## config.mk

```make
export PLATFORM = sky130hd
export DESIGN_NAME = mmio_bus_bridge
export DESIGN_NICKNAME = d
export VERILOG_FILES = /design/src/rtl/mmio_bus_bridge_pkg.sv /design/src/rtl/mmio_tx_fifo.sv /design/src/rtl/mmio_bus_bridge.sv
export SDC_FILE = /design/constraint.sdc
export NUM_CORES = 1
export LEC_CHECK = 0
export CORE_UTILIZATION = 59
export DETAILED_ROUTE_END_ITERATION = 16
export GPL_TIMING_DRIVEN = 0
export PLACE_DENSITY_LB_ADDON = 0.2
export SYNTH_ARGS = -nofsm -noshare
export SYNTH_HDL_FRONTEND = slang
export SYNTH_SLANG_ARGS = --single-unit
```

## constraint.sdc

```tcl
create_clock -name clk_in -period 9.65 [get_ports clk_in]
set_input_delay 1.93 -clock clk_in [delete_from_list [all_inputs] [get_ports clk_in]]
set_output_delay 1.93 -clock clk_in [all_outputs]
set_load 0.01 [all_outputs]
```

## src/rtl/mmio_bus_bridge_pkg.sv

```systemverilog
// Shared decode constants and read-source select for the MMIO bus bridge.
package mmio_bus_bridge_pkg;
  localparam logic [17:0] IO_BASE = 18'h30000;
  localparam logic [17:0] IO_CNT  = 18'h30004;

  typedef enum logic [2:0] {
    SEL_RAM, SEL_RX, SEL_CNT0, SEL_CNT1, SEL_CNT2, SEL_CNT3, SEL_ZERO, SEL_ONES
  } sel_e;
endpackage

```

## src/rtl/mmio_tx_fifo.sv

```systemverilog
// Synchronous FIFO for UART TX bytes; push when full is dropped, pop still proceeds.
module mmio_tx_fifo #(
  parameter int AW = 3,
  parameter int DW = 8
) (
  input  logic          clk,
  input  logic          rst,
  input  logic          push,
  input  logic          pop,
  input  logic [DW-1:0] wdata,
  output logic [DW-1:0] rdata,
  output logic [AW:0]   count,
  output logic [AW:0]   count_next,
  output logic          full,
  output logic          empty
);
  localparam int DEPTH = 1 << AW;

  logic [DW-1:0] mem [DEPTH];
  logic [AW:0]   wptr, rptr;
  logic          do_push, do_pop;

  assign count      = wptr - rptr;
  assign full       = (count == (AW+1)'(DEPTH));
  assign empty      = (count == '0);
  assign do_push    = push & ~full;
  assign do_pop     = pop & ~empty;
  assign count_next = count + (AW+1)'(do_push) - (AW+1)'(do_pop);
  assign rdata      = mem[rptr[AW-1:0]];

  always_ff @(posedge clk) begin
    if (rst) begin
      wptr <= '0;
      rptr <= '0;
    end else begin
      if (do_push) wptr <= wptr + 1'b1;
      if (do_pop)  rptr <= rptr + 1'b1;
    end
  end

  always_ff @(posedge clk) begin
    if (do_push) mem[wptr[AW-1:0]] <= wdata;
  end
endmodule

```

## src/rtl/mmio_bus_bridge.sv

```systemverilog
// CPU byte-bus decoder: RAM vs I/O window, UART TX/RX, cycle counter, program stop.
// Optional MMIO_TRAP_UNMAPPED_EN: 0x20000-0x2FFFF flags unmapped_err, blocks writes, reads 0xFF.
module mmio_bus_bridge
  import mmio_bus_bridge_pkg::*;
#(
  parameter int TX_WIDTH    = 3,
  parameter int FULL_MARGIN = 2
) (
  input  logic        clk_in,
  input  logic        rst_in,
  input  logic        rdy_in,
  input  logic [31:0] cpu_a,
  input  logic [7:0]  cpu_dout,
  input  logic        cpu_wr,
  output logic [7:0]  cpu_din,
  output logic        io_buffer_full,
  output logic [16:0] ram_a,
  output logic        ram_wr,
  output logic [7:0]  ram_dout,
  input  logic [7:0]  ram_din,
  output logic [7:0]  tx_data,
  output logic        tx_valid,
  input  logic        tx_ready,
  input  logic [7:0]  rx_data,
  input  logic        rx_valid,
  output logic        rx_pop,
  output logic        program_halt
`ifdef MMIO_TRAP_UNMAPPED_EN
  ,
  output logic        unmapped_err
`endif
);
  localparam int DEPTH = 1 << TX_WIDTH;

  logic [17:0]       addr;
  logic              io, unmapped, acc, rd_rx, rd_cnt, push, set_stop;
  logic [7:0]        push_data;
  logic [31:0]       cycle_cnt, snap;
  logic [7:0]        rx_q;
  logic              stop_q;
  sel_e              sel_q, sel_nxt;
  logic [TX_WIDTH:0] fifo_count, fifo_count_next;
  logic              fifo_full, fifo_empty;
  logic              unused_bits;

  assign addr        = cpu_a[17:0];
  assign io          = (addr[17:16] == 2'b11);
`ifdef MMIO_TRAP_UNMAPPED_EN
  assign unmapped    = (addr[17:16] == 2'b10);
`else
  assign unmapped    = 1'b0;
`endif
  assign unused_bits = ^{cpu_a[31:18], fifo_count, fifo_full};

  // Reset also masks the combinational strobes so nothing escapes during reset.
  assign acc      = rdy_in & ~rst_in;
  assign ram_a    = addr[16:0];
  assign ram_dout = cpu_dout;
  assign ram_wr   = acc & cpu_wr & ~io & ~unmapped;
  assign rd_rx    = acc & ~cpu_wr & (addr == IO_BASE);
  assign rd_cnt   = acc & ~cpu_wr & (addr == IO_CNT);
  assign rx_pop   = rd_rx & rx_valid;
  assign set_stop = acc & cpu_wr & (addr == IO_CNT);
  assign push     = set_stop | (acc & cpu_wr & (addr == IO_BASE) & (cpu_dout != 8'h00));
  assign push_data = set_stop ? 8'h00 : cpu_dout;
  assign tx_valid = ~fifo_empty;

  always_comb begin
    sel_nxt = SEL_ZERO;
    if (!cpu_wr) begin
      if (unmapped)  sel_nxt = SEL_ONES;
      else if (!io)  sel_nxt = SEL_RAM;
      else begin
        case (addr)
          IO_BASE:          sel_nxt = SEL_RX;
          IO_CNT:           sel_nxt = SEL_CNT0;
          IO_CNT + 18'd1:   sel_nxt = SEL_CNT1;
          IO_CNT + 18'd2:   sel_nxt = SEL_CNT2;
          IO_CNT + 18'd3:   sel_nxt = SEL_CNT3;
          default:          sel_nxt = SEL_ZERO;
        endcase
      end
    end
  end

  always_comb begin
    cpu_din = 8'h00;
    case (sel_q)
      SEL_RAM:  cpu_din = ram_din;
      SEL_RX:   cpu_din = rx_q;
      SEL_CNT0: cpu_din = snap[7:0];
      SEL_CNT1: cpu_din = snap[15:8];
      SEL_CNT2: cpu_din = snap[23:16];
      SEL_CNT3: cpu_din = snap[31:24];
      SEL_ONES: cpu_din = 8'hFF;
      default:  cpu_din = 8'h00;
    endcase
  end

  always_ff @(posedge clk_in) begin
    if (rst_in) begin
      cycle_cnt      <= '0;
      snap           <= '0;
      rx_q           <= '0;
      sel_q          <= SEL_ZERO;
      stop_q         <= 1'b0;
      program_halt   <= 1'b0;
      io_buffer_full <= 1'b0;
    end else begin
      if (rdy_in) begin
        cycle_cnt <= cycle_cnt + 32'd1;
        sel_q     <= sel_nxt;
      end
      if (rd_rx)    rx_q <= rx_valid ? rx_data : 8'h00;
      if (rd_cnt)   snap <= cycle_cnt;
      if (set_stop) stop_q <= 1'b1;
      program_halt   <= program_halt | (stop_q & fifo_empty);
      // Registered from next-state count so the CPU sees it one cycle early enough.
      io_buffer_full <= (DEPTH - int'(fifo_count_next)) <= FULL_MARGIN;
    end
  end

`ifdef MMIO_TRAP_UNMAPPED_EN
  always_ff @(posedge clk_in) begin
    if (rst_in)              unmapped_err <= 1'b0;
    else if (acc & unmapped) unmapped_err <= 1'b1;
  end
`endif

  mmio_tx_fifo #(.AW(TX_WIDTH), .DW(8)) u_tx_fifo (
    .clk        (clk_in),
    .rst        (rst_in),
    .push       (push),
    .pop        (tx_valid & tx_ready),
    .wdata      (push_data),
    .rdata      (tx_data),
    .count      (fifo_count),
    .count_next (fifo_count_next),
    .full       (fifo_full),
    .empty      (fifo_empty)
  );
endmodule

```

# After elaboration in Yosys (flattened, before gate mapping)

Memories as Yosys holds them, arrays and structs flattened. A register that Yosys moved wholly into a read port is not among the register bits.
Cells that the tools add are included.

Flip-flop bits (word level): 86
Bits in writable memories: 64
Bits of input ports: 62
Output and inout bits: 46
Word-level logic and storage cells: 65
Memories kept: 1

$add $sub $neg: 7
$lt $le $gt $ge: 1
Eq/ne operators: 13
Mux-type cells: 10
Bitwise logic cells: 21
Reduce and logical (&&, ||, !) cells: 3

Memories:

| memory        | words | bits a word | rd ports | clocked after memory_dff | write ports | line               | text |
|---|---|---|---|---|---|---|---|
| u_tx_fifo.mem | 8     | 8           | 1        | 1                        | 1           | mmio_tx_fifo.sv:19 | `logic [DW-1:0] mem [DEPTH];` |

Operators by type and width:

| kind                                                 | count |
|---|---|
| equality test 18 bit (second input constant)         | 5 |
| one-hot mux 8 bit (7 select lines)                   | 1 |
| adder 32 x 1 -> 32 bit (second input constant)       | 1 |
| two-way mux 8 bit                                    | 2 |
| one-hot mux 3 bit (5 select lines)                   | 1 |
| bitwise AND 1 bit                                    | 14 |
| two-way mux 3 bit                                    | 4 |
| equality test 3 bit (second input constant)          | 3 |
| adder 4 x 1 -> 4 bit (second input constant)         | 2 |
| nonzero test 8 bit                                   | 1 |
| equality test 3 x 2 -> 1 bit (second input constant) | 2 |
| <= comparator 5 x 3 -> 1 bit (second input constant) | 1 |
| inverter 1 bit                                       | 5 |
| subtractor 4 x 4 -> 5 bit (first input constant)     | 1 |
| adder 4 x 1 -> 4 bit                                 | 1 |
| equality test 4 bit (second input constant)          | 1 |
| logical NOT 4 bit                                    | 1 |
| subtractor 4 x 1 -> 4 bit                            | 1 |
| subtractor 4 bit                                     | 1 |
| equality test 3 x 1 -> 1 bit (second input constant) | 1 |
| logical NOT 3 bit                                    | 1 |
| equality test 2 bit (second input constant)          | 1 |
| two-way mux 1 bit                                    | 2 |
| OR 1 bit                                             | 2 |

# Logic depth before layout (Yosys ltp)

Gate-level depths: netlist of the first run.

Depth in word-level cells: 11
Gate-level depth with buffers: 17
Depth with buffers taken out: 17

# Cells and area by module

A second synthesis of the first run with hierarchy kept.

Cell total of the unflattened synthesis: 682
Area, all modules: 7,443.4 µm²

By module, submodules not included:

| module          | instances | cells each | area each (µm²) | sequential area each (µm²) |
|---|---|---|---|---|
| mmio_bus_bridge | 1         | 494        | 4,191.5         | 1,561.5 |
| mmio_tx_fifo    | 1         | 188        | 3,251.9         | 2,142.1 |

# Worst setup path after synthesis of the first run

Ideal clock, no wire load.

Path kind: input to output
Start: input port cpu_a[3]
End: output port rx_pop
Arrival: 2.848 ns
Required time: 7.720 ns
Path slack: 4.872 ns
Stages: 3
Path buffers: 0
Cells stage by stage: nor4_4 nand4_1 nor4_1

Cells in the longest elaborated chain, start to end: 3

RTL lines:

| what                 | line                  | text |
|---|---|---|
| start, declared      | mmio_bus_bridge.sv:12 | `input logic [31:0] cpu_a,` |
| equality test 18 bit | mmio_bus_bridge.sv:60 | `assign rd_rx = acc & ~cpu_wr & (addr == IO_BASE);` |
| bitwise AND 1 bit    | mmio_bus_bridge.sv:60 |  |
| bitwise AND 1 bit    | mmio_bus_bridge.sv:62 | `assign rx_pop = rd_rx & rx_valid;` |
| end, declared        | mmio_bus_bridge.sv:26 | `output logic rx_pop,` |

Every way passes these cells.

# Worst setup path in the final report of the first run

Start: input port cpu_a[17]
End: output port rx_pop

Same word-level chain as after synthesis.

==> impl_metrics.py, run 1 <==
metrics = {
    "status": {
        "status": "complete, no violations",
    },
    "layout": {
        "multiInputGateArea_mm2": 0.00337,
        "diodes": 0,
        "seqCellArea_mm2": 0.00370,
        "final_nets": 848,
        "n_fill_cell": 844,
        "design_area_mm2": 0.00922,
        "drive_above_1_share_pct": 18.0,
        "syn_to_final_growth_pct": 23.1,
    },
    "placement": {
        "numPortBuffers": 91,
        "hpwl_mm": 13.2,
        "place_area_mm2": 0.00861,
        "gp_congestion": 0.880,
    },
    "synthesis": {
        "synth_cells": 661,
        "synth_common_cells": "dfxtp_1, edfxtp_1, nand2_1, nor2_1, nor2b_1",
        "yosys.area.top_type": "edfxtp_1",
        "synthXorXnorAreaFrac_pct": 2.46,
        "synth_fa_ha_area_share_pct": 2.71,
        "synth_area_leaders": "edfxtp_1, dfxtp_1, mux2_4",
        "yosysMostFrequentCell": "dfxtp_1",
        "syn_avg_cell_area_um2": 11.3,
        "synth-compound-area-share_pct": 7.70,
        "syn-num-nets": 738,
        "synth_edf_count": 64,
        "synth_mux_area_share_pct": 15.0,
        "yosysWarningCount": 0,
        "seq_area_frac_synth_pct": 49.5,
        "ys_types": 61,
        "synth-simple-area-share_pct": 17.0,
        "async_flop_share_pct": 0,
        "synth_seq_cells": 153,
        "syn-cell-area_mm2": 0.00749,
        "netlist.area_leader.share_pct": 25.7,
        "synth_top_family_by_area": "simple AND/OR/NAND/NOR gates",
        "synth_flop_cell": "dfxtp_1",
    },
    "critical_path": {
        "r2r_end": "io_buffer_full$_SDFF_PP0_",
        "path_max_fanout": 4,
        "worstSetupPathType": "input pin to output port",
        "r2r_cells": 15,
        "critPathLaunchType": "input pin",
        "reg2reg_slack_ns": 5.57,
        "crit_required_ns": 7.72,
        "timing.rr.start": "u_tx_fifo.wptr[1]$_SDFFE_PP0P_",
        "cp_data_arrival_time_ns": 4.16,
        "end_kind": "output port",
    },
    "global_routing": {
        "grtUsageTotal_pct": 29.5,
        "grt_pass1_wl_mm": 28.6,
        "antenna_found_initial": 0,
        "grt-ovfl-total": 0,
        "grt_max_degree": 17,
        "grt_pass1_vias": 5595,
    },
    "timing": {
        "setup-tns-final_ns": 0,
        "period_share_pct": 63.1,
        "maxSlewViolCount": 0,
        "fmax_mhz": 164,
        "finalCriticalPeriod_ns": 6.09,
        "tightest_slew_ns": 1.33,
        "relSlewSlack_pct": 10.9,
        "rsz0062_at_grt": "false",
        "finalHoldViolCount": 0,
        "skew_ns": 0.00769,
        "setup-violations-final": 0,
    },
    "route": {
        "wl_per_cell_um": 19.5,
        "drcViolationCount": 0,
        "num_vias": 5747,
        "routed_wirelength_mm": 18.5,
        "dr.first_iter.drc_count": 520,
        "via_per_inst": 6.04,
        "dr.pass1.iters": 5,
        "ant_nets": 0,
    },
    "clock_tree": {
        "cts_sinks": 153,
        "cts_setup_buffers": 0,
        "numCtsBuffers": 17,
        "insertion_delay_ns": 0.42,
        "cts-htree-levels": 4,
        "clock_tree.buffer_depth": 2,
        "path_clk_slew_ns": 0.06,
        "tritoncts": "built",
        "holdBufCountCts": 0,
        "clockRootBuffer": "clkbuf_16",
        "cts.repair.resized": 0,
    },
    "job": {
        "cap_viol_max_count": 0,
    },
    "floorplanning": {
        "core_area_mm2": 0.0122,
        "die_x_um": 115,
        "pin_count": 108,
        "initial_core_util_pct": 61.3,
        "dieArea_mm2": 0.0131,
        "rows": 40,
        "fp.dieH_um": 115,
    },
    "power_and_ir_drop": {
        "ir_drop_v": 0.000185,
        "p_leak_nw": 3.35,
        "pwr_density_cell_mw_per_mm2": 195,
    },
    "worst_hold_path": {
        "hold_path_end": "rx_q[7]$_SDFFE_PP0P_",
        "hold_depth": 2,
        "min_from": "rx_q[7]$_SDFFE_PP0P_",
        "hold_class": "flip-flop to flip-flop",
    },
}
cell usage in the layout (no fill, tap or decap), types with 12 or more instances in the layout:
master	count
clkdlybuf4s50_1	91
mux2_2	19
ha_1	13
clkbuf_16	17
dfxtp_1	89
o21ai_0	17
edfxtp_1	64
xnor2_1	13
a21oi_1	31
inv_1	20
nand4_1	12
mux4_2	16
nor2_1	44
nor2b_1	40
mux2_4	24
nand3_1	16
buf_4	25
nand2_1	45
clkbuf_1	22
mux2i_1	19
cells by family after synthesis:
kind of cell	after synthesis
AND/OR/NAND/NOR	227
flip-flops	153
AO/OA/AOI/OAI	89
buffers and inverters	78
multiplexers	78
XOR/XNOR	21
adder cells (fa/ha/maj)	15
registers in the layout, indices dropped and copies added, names as in the netlist, named ones only:
signal / cells
rx_q: 8
snap: 32
cycle_cnt: 32
io_buffer_full: 1
u_tx_fifo.mem: 64
u_tx_fifo.rptr: 4
program_halt: 1
u_tx_fifo.wptr: 4
stop_q: 1
sel_q: 3
metrics by stage:
| stage | util (%) | power [W] | instances | hold WS, ns | worst slack [ns] |
|---|---|---|---|---|---|
| 6_report | 75.5 | 0.00179 | 952 | 0.462 | 3.56 |
| 4_1_cts | 75.4 | 0.00180 | 952 | 0.467 | 3.59 |
| 3_5_place_dp | 70.5 | 0.00113 | 920 | 0.453 | 3.61 |
| 3_3_place_gp | 70.5 | 0.00111 | 920 | 0.445 | 3.68 |
| 2_1_floorplan | - | 0.000992 | 661 | 0.426 | 4.87 |
| 5_1_grt | 75.5 | 0.00186 | 952 | 0.487 | 3.41 |
final cells by class:
type	instances	area share [%]
Inverter	20	0.815
Clock inverter	14	1.89
Clock buffer	18	4.66
Buffer	58	3.75
Timing Repair Buffer	91	9.88
Multi-Input combinational cell	430	36.5
Tap cell	168	2.28
Sequential cell	153	40.2
routing by layer:
layer	track usage (%)	up-vias	part of all wire, %
li1	-	2631	-
met1	38.7	2773	42
met2	48.0	292	48
met3	5.61	51	7.6
met4	12.3	0	2.6
met5	0	-	0
worst max-delay path by stage:
stage | from | end | depth (start not counted)
after CTS | cpu_a[17] | rx_pop | 5
after floorplan | cpu_a[3] | rx_pop | 3
final | cpu_a[17] | rx_pop | 5
after global routing | cpu_a[17] | rx_pop | 5
after global placement | cpu_a[17] | rx_pop | 5
after detailed placement | cpu_a[17] | rx_pop | 5
critical path, cell delays in order:
cell and delay (ns):
clkdlybuf4s50_1 0.56, nor4bb_1 0.41, nand4_1 0.24, nor4_1 0.40, clkdlybuf4s50_1 0.61
power breakdown:
part           switching (W)  internal (W)
clock               0.000263      0.000408
combinational       0.000221      0.000213
sequential        0.00000686      0.000683
total               0.000491       0.00130
Note: power is estimated with default switching activity, not from simulation.
==> inputs of run 2 (changes only) <==
Settings changed: CORE_UTILIZATION 59 to 50.
Clock period 9.65 ns to 5.3 ns, I/O delays scaled along.
==> impl_metrics.py, run 2 (same netlist as run 1, synthesis figures left out) <==
metrics = {
    "status": {
        "status": "complete, no violations",
    },
    "timing": {
        "fmax_mhz": 239,
        "finalCriticalPeriod_ns": 4.18,
        "setup-violations-final": 0,
        "tightest_slew_ns": 1.06,
        "maxSlewViolCount": 0,
        "finalHoldViolCount": 0,
        "relSlewSlack_pct": 28.7,
        "setup-tns-final_ns": 0,
        "skew_ns": 0.00742,
        "fin_ws_ns": 1.12,
        "rsz0062_at_grt": "false",
        "period_share_pct": 78.8,
    },
    "critical_path": {
        "reg2reg_slack_ns": 1.26,
        "r2r_cells": 15,
        "critPathCapture": "rx_pop",
        "slowest_delay_ns": 0.61,
        "path_cells": "clkdlybuf4s50_1 -> nor4bb_1 -> nand4_1 -> nor4_1 -> clkdlybuf4s50_1",
        "path_max_fanout": 4,
        "critPathLaunchType": "input pin",
        "r2r_end": "io_buffer_full$_SDFF_PP0_",
        "cp_common_cell": "clkdlybuf4s50_1",
        "end_kind": "output port",
        "worstSetupPathType": "input pin to output port",
        "crit_required_ns": 4.24,
        "cp-startpoint": "cpu_a[17]",
        "cp_data_arrival_time_ns": 3.12,
        "slowest_stage": "clkdlybuf4s50_1",
        "timing.rr.start": "u_tx_fifo.wptr[1]$_SDFFE_PP0P_",
    },
    "clock_tree": {
        "cts.repair.resized": 0,
        "tritoncts": "built",
        "path_clk_slew_ns": 0.07,
        "holdBufCountCts": 0,
        "clockRootBuffer": "clkbuf_16",
        "clock_tree.buffer_depth": 2,
        "cts_sinks": 153,
        "cts_setup_buffers": 0,
        "insertion_delay_ns": 0.42,
        "numCtsBuffers": 17,
        "cts-htree-levels": 4,
    },
    "power_and_ir_drop": {
        "ir_drop_v": 0.000256,
        "pwr_density_cell_mw_per_mm2": 354,
        "p_leak_nw": 3.37,
    },
    "floorplanning": {
        "dieArea_mm2": 0.0155,
        "pin_count": 108,
        "die_x_um": 124,
        "initial_core_util_pct": 51.3,
        "rows": 44,
        "core_area_mm2": 0.0146,
        "fp.dieH_um": 124,
    },
    "worst_hold_path": {
        "hold_class": "flip-flop to flip-flop",
    },
    "global_routing": {
        "grt_pass1_vias": 5507,
        "grt-busiest-layer": "met2",
        "antenna_found_initial": 0,
        "globalRouteMet3Util_pct": 4.64,
        "grt_max_degree": 18,
        "use_met2_pct": 39.6,
        "grt-ovfl-total": 0,
        "grtUsageTotal_pct": 24.6,
        "grt_pass1_wl_mm": 29.6,
        "met1_usage_pct": 33.3,
    },
    "layout": {
        "final_nets": 848,
        "syn_to_final_growth_pct": 23.3,
        "diodes": 0,
        "largest_reg_flops": 64,
        "drive_above_1_share_pct": 18.2,
        "seqCellArea_mm2": 0.00370,
        "multiInputGateArea_mm2": 0.00337,
        "n_fill_cell": 1163,
        "final_cell_mix": "clkdlybuf4s50_1, dfxtp_1, edfxtp_1",
        "mostFrequentLayoutCell": "clkdlybuf4s50_1",
    },
    "route": {
        "drcViolationCount": 0,
        "num_vias": 5572,
        "ant_nets": 0,
        "routed_wirelength_mm": 18.6,
        "dr.first_iter.drc_count": 486,
        "via_per_inst": 5.76,
        "dr.pass1.iters": 5,
        "wl_per_cell_um": 19.2,
    },
    "placement": {
        "place_ws_ns": 0.773,
        "numPortBuffers": 91,
        "gp_congestion": 0.851,
        "hpwl_mm": 13.4,
    },
    "job": {
        "cap_viol_max_count": 0,
    },
}
## run 2: cell count changes in the layout (fill, tap and decap cells not counted)
cell	change
bufinv_16	-2
clkbuf_1	-1
clkinv_4	-2
clkinv_8	+1
clkinvlp_2	-1
clkinvlp_4	-4
inv_6	+3
inv_8	+6
nor3_1	-1
nor3_2	+1
## run 2: metrics by stage
stage,hold WS [ns],power (W),cells,utilization (%),instance area [um2]
3_3_place_gp,0.444,0.00203,936,59.1,8630
2_1_floorplan,0.426,0.00181,661,-,7490
4_1_cts,0.463,0.00328,968,63.2,9230
3_5_place_dp,0.454,0.00207,936,59.1,8630
5_1_grt,0.483,0.00341,968,63.3,9240
6_report,0.468,0.00327,968,63.3,9240
## run 2: layout make-up
class	instances	area share (%)
Buffer	58	3.74
Multi-Input combinational cell	430	36.5
Timing Repair Buffer	91	9.86
Tap cell	184	2.49
Sequential cell	153	40.1
Clock inverter	15	1.86
Clock buffer	17	4.61
Inverter	20	0.813
## run 2: worst max-delay path, delay by kind of cell
kind / cells / cell delay (ns)
simple gates: 3 / 0.91
buf+inv: 2 / 1.15
## run 2: power breakdown
part | internal [W] | leakage [nW] | total [W] | switching [W]
registers | 0.00124 | 1.29 | 0.00126 | 0.0000120
logic | 0.000389 | 1.78 | 0.000795 | 0.000406
clock network | 0.000676 | 0.298 | 0.00121 | 0.000538
## run 2: worst min-delay path by stage
stage	from	end	slack, ns	cells past startpoint
5_1_grt	snap[11]$_SDFFE_PP0P_	snap[11]$_SDFFE_PP0P_	0.48	2
6_report	snap[11]$_SDFFE_PP0P_	snap[11]$_SDFFE_PP0P_	0.47	2
4_1_cts	snap[11]$_SDFFE_PP0P_	snap[11]$_SDFFE_PP0P_	0.46	2
2_1_floorplan	stop_q$_SDFFE_PP0P_	stop_q$_SDFFE_PP0P_	0.43	1
3_3_place_gp	stop_q$_SDFFE_PP0P_	stop_q$_SDFFE_PP0P_	0.44	1
3_5_place_dp	snap[11]$_SDFFE_PP0P_	snap[11]$_SDFFE_PP0P_	0.45	2
## run 2: layer usage
metal | vias up | part of all wire, %
met3 | 29 | 5.0
met4 | 0 | 1.8
met2 | 186 | 49
met1 | 2721 | 44
li1 | 2636 | -
met5 | - | 0
==> inputs of run 3 (changes only) <==
Settings changed: CORE_UTILIZATION 50 to 55.
Clock period 5.3 ns to 4.2 ns, I/O delays scaled along.
==> impl_metrics.py, run 3 (same netlist as run 1, synthesis figures left out) <==
metrics = {
    "status": {
        "status": "complete, no violations",
    },
    "power_and_ir_drop": {
        "ir_drop_v": 0.000376,
        "pwr_density_cell_mw_per_mm2": 447,
        "p_leak_nw": 3.36,
    },
    "global_routing": {
        "antenna_found_initial": 0,
        "grt_pass1_vias": 5677,
        "grt-ovfl-total": 0,
        "grtUsageTotal_pct": 27.7,
        "grt_pass1_wl_mm": 29.8,
        "grt_max_degree": 17,
    },
    "layout": {
        "final_nets": 849,
        "multiInputGateArea_mm2": 0.00337,
        "mostFrequentLayoutCell": "clkdlybuf4s50_1",
        "diodes": 0,
        "final_cell_mix": "clkdlybuf4s50_1, dfxtp_1, edfxtp_1",
        "seqCellArea_mm2": 0.00370,
        "n_fill_cell": 965,
        "drive_above_1_share_pct": 18.1,
        "syn_to_final_growth_pct": 23.2,
        "largest_reg_flops": 64,
    },
    "floorplanning": {
        "initial_core_util_pct": 56.5,
        "fp.dieH_um": 119,
        "die_x_um": 119,
        "pin_count": 108,
        "dieArea_mm2": 0.0141,
        "rows": 42,
        "core_area_mm2": 0.0132,
    },
    "timing": {
        "finalCriticalPeriod_ns": 3.97,
        "setup-tns-final_ns": 0,
        "skew_ns": 0.00602,
        "relSlewSlack_pct": 29.7,
        "tightest_slew_ns": 1.05,
        "fmax_mhz": 252,
        "maxSlewViolCount": 0,
        "rsz0062_at_grt": "false",
        "setup-violations-final": 0,
        "finalHoldViolCount": 0,
        "fin_ws_ns": 0.226,
        "period_share_pct": 94.6,
    },
    "critical_path": {
        "slowest_stage": "dfxtp_1",
        "cp_data_arrival_time_ns": 4.32,
        "reg2reg_slack_ns": 0.23,
        "crit_buf_inv": 1,
        "crit_required_ns": 4.54,
        "cp-startpoint": "u_tx_fifo.wptr[1]$_SDFFE_PP0P_",
        "path_cells": "ha_1 -> a21o_1 -> a21o_1 -> xnor2_1 -> ha_1 -> a32oi_1 -> nand3_1 -> inv_1 -> ha_1 -> fa_1 -> ha_1 -> nor2_1 -> o311ai_0 -> nor3_1 -> a211oi_1",
        "cp_common_cell": "ha_1",
        "path_max_fanout": 10,
        "cpLargestDelayFamily": "adder cells",
        "r2r_end": "io_buffer_full$_SDFF_PP0_",
        "critPathLaunchType": "flip-flop",
        "slowest_delay_ns": 0.58,
        "end_kind": "flip-flop",
        "worstSetupPathType": "flip-flop to flip-flop",
        "timing.rr.start": "u_tx_fifo.wptr[1]$_SDFFE_PP0P_",
        "r2r_cells": 15,
    },
    "worst_hold_path": {
        "hold_class": "flip-flop to flip-flop",
        "hold_path_end": "rx_q[7]$_SDFFE_PP0P_",
        "min_from": "rx_q[7]$_SDFFE_PP0P_",
        "hold_depth": 2,
    },
    "route": {
        "num_vias": 5751,
        "wl_per_cell_um": 19.5,
        "dr.first_iter.drc_count": 571,
        "dr.pass1.iters": 5,
        "drcViolationCount": 0,
        "ant_nets": 0,
        "via_per_inst": 5.98,
        "routed_wirelength_mm": 18.7,
    },
    "job": {
        "cap_viol_max_count": 0,
    },
    "clock_tree": {
        "path_clk_slew_ns": 0.07,
        "cts_setup_buffers": 0,
        "clock_tree.buffer_depth": 2,
        "cts.repair.resized": 0,
        "holdBufCountCts": 0,
        "tritoncts": "built",
        "insertion_delay_ns": 0.42,
        "cts-htree-levels": 4,
        "clockRootBuffer": "clkbuf_16",
        "numCtsBuffers": 17,
        "cts_sinks": 153,
    },
    "placement": {
        "hpwl_mm": 13.6,
        "place_ws_ns": 0.00227,
        "numPortBuffers": 91,
        "gp_congestion": 0.881,
    },
}
==> run 3: where the power goes <==
| part | switching, W | internal (W) |
|---|---|---|
| clock | 0.000646 | 0.000890 |
| combinational | 0.000508 | 0.000489 |
| sequential | 0.0000168 | 0.00157 |
| total | 0.00117 | 0.00295 |
==> run 3: tightest hold or removal path, stage by stage (launching register included) <==
cell and delay (ns):
dfxtp_1 0.31, nand2_1 0.05, mux2i_1 0.05
==> run 3: metrics by stage <==
stage	area (um2)	power, W	instances	hold slack, ns	utilization (%)
after floorplan	7490	0.00228	661	0.426	-
after global placement	8620	0.00256	928	0.447	65.1
after detailed placement	8620	0.00261	928	0.452	65.1
after CTS	9210	0.00412	960	0.464	69.5
after global routing	9220	0.00429	961	0.485	69.6
final	9220	0.00412	961	0.464	69.6
==> run 3: worst max-delay path by stage <==
stage	cells after the start	to	slack, ns
2_1_floorplan	15	io_buffer_full$_SDFF_PP0_	0.70
3_3_place_gp	13	io_buffer_full$_SDFF_PP0_	0.07
3_5_place_dp	13	io_buffer_full$_SDFF_PP0_	0.002
4_1_cts	5	tx_data[0]	0.21
5_1_grt	15	io_buffer_full$_SDFF_PP0_	0.03
6_report	15	io_buffer_full$_SDFF_PP0_	0.23
==> run 3: cell type report <==
cell class                      count  area share (%)
Clock buffer                       18            4.65
Timing Repair Buffer               92            9.96
Tap cell                          176            2.39
Sequential cell                   153            40.2
Clock inverter                     14            1.75
Multi-Input combinational cell    430            36.5
Buffer                             58            3.74
Inverter                           20           0.814
==> run 3: per-layer routing <==
layer  up-vias  share of wire, %  GRT usage [%]  wire, um
met5         -                 0              0         0
met4         0               1.7           9.65       309
met3        29               5.6           4.49      1050
met2       233                49           45.3      9230
met1      2853                43           37.3      8140
li1       2636                 -              -         -
